--- src/rtl/xdma_axis_tx.sv ---
// Difftest word stream to AXI-stream (card-to-host) with fixed-length packets.
// Buffers words in a small FIFO, pads the open packet with zero beats on flush.
module xdma_axis_tx #(
    parameter int unsigned DEPTH     = 4,
    parameter int unsigned PKT_BEATS = 16
) (
    input  logic         clock,
    input  logic         reset,
    input  logic         in_valid,
    output logic         in_ready,
    input  logic [511:0] in_data,
    input  logic         flush,
    output logic         axi_tvalid,
    input  logic         axi_tready,
    output logic [511:0] axi_tdata,
    output logic         axi_tlast,
    output logic         core_clock_enable,
    output logic [31:0]  pkt_count
);

    localparam int unsigned AW = $clog2(DEPTH);
    localparam int unsigned BW = $clog2(PKT_BEATS);
    localparam logic [AW:0] FullCnt = (AW + 1)'(DEPTH);
    localparam logic [BW-1:0] LastBeat = BW'(PKT_BEATS - 1);

    typedef enum logic [1:0] {StIdle, StSend, StPad} state_e;

    state_e        state_q, state_d;
    logic [511:0]  mem_q [DEPTH];
    logic [AW-1:0] wr_ptr_q, rd_ptr_q;
    logic [AW:0]   count_q, count_d;
    logic [BW-1:0] beat_cnt_q, beat_cnt_d;
    logic          flush_pend_q, flush_pend_d;
    logic          started_q;
    logic          cce_q, cce_d;
    logic [31:0]   pkt_count_q;
    logic          fifo_empty, fifo_full, push, pop, xfer;

    always_comb begin
        fifo_empty = (count_q == '0);
        fifo_full  = (count_q == FullCnt);
        // started_q keeps in_ready low until the first edge after reset release
        in_ready   = started_q && !fifo_full && !flush_pend_q;
        push       = in_valid && in_ready;
        axi_tlast  = (beat_cnt_q == LastBeat);

        axi_tvalid = 1'b0;
        axi_tdata  = '0;
        unique case (state_q)
            StSend: begin
                axi_tvalid = !fifo_empty;
                axi_tdata  = mem_q[rd_ptr_q];
            end
            StPad: axi_tvalid = 1'b1;
            default: ;
        endcase

        xfer    = axi_tvalid && axi_tready;
        pop     = xfer && (state_q == StSend);
        count_d = count_q + {{AW{1'b0}}, push} - {{AW{1'b0}}, pop};

        beat_cnt_d = beat_cnt_q;
        if (xfer) begin
            beat_cnt_d = axi_tlast ? '0 : beat_cnt_q + 1'b1;
        end

        // Pending until nothing buffered and no packet open after this edge
        flush_pend_d = (flush_pend_q || flush) && ((beat_cnt_d != '0) || (count_d != '0));
        cce_d        = ((FullCnt - count_d) >= (AW + 1)'(2)) && !flush_pend_d;

        state_d = state_q;
        unique case (state_q)
            StIdle: if (!fifo_empty) state_d = StSend;
            StSend: begin
                if (xfer && axi_tlast && (count_d == '0)) begin
                    state_d = StIdle;
                end else if (flush_pend_q && fifo_empty && (beat_cnt_q != '0)) begin
                    state_d = StPad;
                end
            end
            StPad: if (xfer && axi_tlast) state_d = StIdle;
            default: state_d = StIdle;
        endcase
    end

    always_ff @(posedge clock) begin
        if (push) begin
            mem_q[wr_ptr_q] <= in_data;
        end
    end

    always_ff @(posedge clock or negedge reset) begin
        if (!reset) begin
            state_q      <= StIdle;
            wr_ptr_q     <= '0;
            rd_ptr_q     <= '0;
            count_q      <= '0;
            beat_cnt_q   <= '0;
            flush_pend_q <= 1'b0;
            started_q    <= 1'b0;
            cce_q        <= 1'b0;
            pkt_count_q  <= '0;
        end else begin
            state_q      <= state_d;
            count_q      <= count_d;
            beat_cnt_q   <= beat_cnt_d;
            flush_pend_q <= flush_pend_d;
            started_q    <= 1'b1;
            cce_q        <= cce_d;
            if (push) wr_ptr_q <= wr_ptr_q + 1'b1;
            if (pop) rd_ptr_q <= rd_ptr_q + 1'b1;
            if (xfer && axi_tlast) pkt_count_q <= pkt_count_q + 32'd1;
        end
    end

    assign core_clock_enable = cce_q;
    assign pkt_count         = pkt_count_q;

endmodule

--- config.mk ---
export PLATFORM = sky130hd
export DESIGN_NAME = xdma_axis_tx
export DESIGN_NICKNAME = d
export VERILOG_FILES = /design/src/rtl/xdma_axis_tx.sv
export SDC_FILE = /design/constraint.sdc
export NUM_CORES = 2
export LEC_CHECK = 0
export ABC_CLOCK_PERIOD_IN_PS = 15460
export CAP_MARGIN = 20
export CORE_AREA = 2 2 416 418
export DETAILED_ROUTE_END_ITERATION = 8
export DIE_AREA = 0 0 418 420
export DONT_BUFFER_PORTS = 1
export PLACE_DENSITY = 0.6
export SLEW_MARGIN = 0
export SYNTH_ARGS = -nofsm -noshare
export SYNTH_HDL_FRONTEND = slang
export SYNTH_SLANG_ARGS = --single-unit
--- constraint.sdc ---
create_clock -name clock -period 15.46 [get_ports clock]
set_input_delay 1.546 -clock clock [delete_from_list [all_inputs] [get_ports clock]]
set_output_delay 1.546 -clock clock [all_outputs]
set_load 0.02 [all_outputs]
==> impl_results.md <==
* GPL Wtd Cong at about 0.81
* Clock transition at path regs at about 0.06 ns
* Crit path cell chain: buf_4 > buf_12 > buf_12 > mux4_2 > and2_1
* CTS H-tree lvls at 4
* Full die area at between 150000 and 200000 um2
* Layout cells sized above 1 at 23.4%
* CTS resizes at 0
* Via density at a little under 6
* Rel. slew slack at 24.9%
* Post-CTS setup buffers at 0
* CTS Root Cell: clkbuf_16
* Initial antenna violation count at 3
* # hold bufs at CTS at 0
* Max Cap Violations at 0
* Max-slew violation count at 0
* Syn_area_per_cell at ~23 um2
* Detailed Route Iter0 Violations at slightly below 3k
* Max Buffers Root-to-Sink at 3
* Tot GR Track Use at between 20% and 30%
* Synthesized flop and latch total at between 2k and 2.5k
* Drt drc at 0
* EDFF count, synth at ~2k
* Syn Inst Count at around 3.5k
* Area leader, netlist: edfxtp_1
* Met2 usage at 34.5%
* Syn_nets at 4021
* Setup Total Neg Slack at 0 ns
* Synth top area cells: edfxtp_1 77%, mux4_2 14%, and2_1 4.0%, dfrtp_1 1.5%, clkbuf_1 0.42%
* CTS tree: yes
* Worst Path Arrival at 5.11 ns
* WL/cell at 30.8 um
* Int Power at about 0.011 W
* Die height at 420 um
* Unique masters post-synth at roughly 50
* Layout Area Growth over Synthesis at 11.6%
* GRT overflow at 0
* Yosys top cell area share at roughly 77%
* Die width at around 420 um
* Met1 Usage GRT at 23.3%
* GR Layer Usage met3 at 8.37%
* Final hold vios at 0
* Multi-input gate area at 16100 um2
* Sw power at 0.00502 W
* Comb pwr share at about 28%
* Detailed-router iteration count before antenna repair at 6
* Hold Path Class: primary input to asynchronous set/reset pin
* Fillers at about 13k
* Maximum fanout along the worst path at between 90 and 100
* Asr flop ratio synth at 2.29%
* Vias in the first global route at approximately 36k
* Core Footprint at 171000 um2
* Clock network power share at between 30% and 40%
* CTS Buf Count at a little over 200
* Global route hottest layer: met2
* Sequential cell area at 62700 um2
* Sequential share of power at about two fifths
* Clock latency on the worst-skew pair at ~0.85 ns
* RSZ-0062 raised after global routing: false
* Power Density at between 150 and 200 nW/um2
* Worst setup EP type: output pin
* Layout Skew at 0.0349 ns
* Reg2reg path depth at 5
* Detailed placement HPWL at about 110000 um
* Vias after detailed routing at approximately 34k
* Pin count of the biggest net entering global routing at around 230
* Ys flop type: edfxtp_1
* Row count at 152
* Number of diodes at 0
* Slew @ Worst Pin at approximately 1.1 ns
* Overall Power at ~0.016 W
* Sw Ratio at 31.9%
* Setup Crit Path Kind: flop to output pin
* Fin crit period at 6.65 ns
* Nets at between 4k and 5k
* Final core occ at 52.0%
* First-pass GRT wire length at about 260000 um
* # clock sinks at 2096
* WP data required at roughly 14 ns
* CP peak stage delay at roughly 1.1 ns
* Post-route ant nets at 0
* Initial Utilization at a little under half
* CP startpoint kind: flop
* Peak VDD IR at between 150 and 200 uV
* LEAKAGE at 27.7 nW
* Most used cell, CP: buf_12
* Mapped Area at just under 80000 um2
* Drt total wl at about 180000 um
* IO Count at between 1k and 1.5k
* Period utilisation layout at 43.0%
* Seq/Total Area, Yosys at approximately four fifths
* Run status: complete, no violations
* Final setup violation count at 0
* Maximum achievable frequency at around 150 MHz
* Synth warn at 0
* CP max-delay cell: dfrtp_4
* IO buf count at 0
[final timing paths]
check,start,end,slack (ns)
worst max register to register,count_q[1],mem_q[3][458],10.59
worst max-delay path,rd_ptr_q[0],axi_tdata[374],8.81
worst min-delay path,reset,pkt_count[9],0.39
min in group clock,wr_ptr_q[1],wr_ptr_q[1],0.58
worst min register to register,wr_ptr_q[1],wr_ptr_q[1],0.58
max in group asynchronous,reset,wr_ptr_q[1],14.95
[synthesized netlist by cell type, types with 2 or more instances]
library cell	count
nor4_1	7
clkbuf_1	90
xnor2_1	20
and3_1	7
and4_1	2
o211ai_1	2
o211a_1	3
buf_2	54
inv_1	22
nand4_1	7
nor4_2	7
nand2_1	17
and2_1	515
xor2_1	17
dfrtp_1	48
o21ai_0	6
nor2_1	7
ha_1	15
or4_1	3
nor3_1	5
nand3_1	16
buf_1	30
mux2_2	2
edfxtp_1	2048
mux4_2	512
[cells by family (layout without fill, tap and decap cells)]
group                      count (synthesis)  count (layout)  synth area share (%)
and+or+nand+nor                          601             601                  4.74
other                                      1               1               0.00471
adders and majority gates                 16              16                 0.261
buffers and inverters                    198             448                  1.03
DFF                                     2096            2096                  78.8
AOI/OAI and AO/OA                         25              25                 0.250
muxes                                    514             514                  14.5
xor gates and xnor gates                  37              37                 0.407
[placed cells by master, fill, tap and decap left out, drive strengths merged, types with 15 or more instances in the layout]
cell    netlist  layout
inv          22      26
ha           15      15
bufinv        0      16
clkinv        0     114
nor4         15      15
buf          85      40
clkbuf       91     247
edfxtp     2048    2048
and2        515     515
nand3        16      16
mux4        512     512
nand2        17      17
xnor2        20      20
xor2         17      17
dfrtp        48      48
[worst max-delay path, delay by kind of cell, from the launching register on]
kind,cells,cell delay [ns]
muxes,1,0.60
DFF,1,1.08
buffers and inverters,3,1.88
and+or+nand+nor,1,0.29
[power groups by stage]
stage	clock network (W)	registers [W]	logic, W
final	0.00488	0.00650	0.00437
after global routing	0.00520	0.00651	0.00462
after CTS	0.00499	0.00650	0.00448
after detailed placement	0	0.00662	0.00447
after global placement	0	0.00661	0.00448
after floorplan	0	0.00662	0.00345
[layout make-up]
class / instances / area share [%]
multi-input combinational: 1194 / 18.1
clock buffer: 247 / 6.05
sequential: 2096 / 70.6
inverter: 22 / 0.0930
timing repair buffer: 40 / 0.563
clock inverter: 139 / 1.45
tap: 2233 / 3.14
[per-stage QoR]
stage / hold slack, ns / instances / setup WS, ns / area, um2
6_report: 0.391 / 5971 / 8.81 / 88800
5_1_grt: 0.321 / 5971 / 8.31 / 88800
4_1_cts: 0.291 / 5971 / 8.57 / 88800
3_5_place_dp: 0.566 / 5585 / 9.53 / 82200
3_3_place_gp: 0.564 / 5585 / 9.53 / 82200
2_1_floorplan: 0.530 / 3488 / 1.36 / 79600
[metal layers]
metal / part of all wire, % / wire length, um
met1: 35 / 64700
met2: 51 / 94400
met3: 9.6 / 17600
met4: 3.8 / 6950
met5: 0 / 0
[state kept, by name, summed over array words and instances (netlist names)]
name	flops
started_q	1
wr_ptr_q	2
count_q	3
core_clock_enable	1
state_q	2
mem_q	2048
pkt_count	32
beat_cnt_q	4
flush_pend_q	1
rd_ptr_q	2
(Power assumes the default switching activity.)
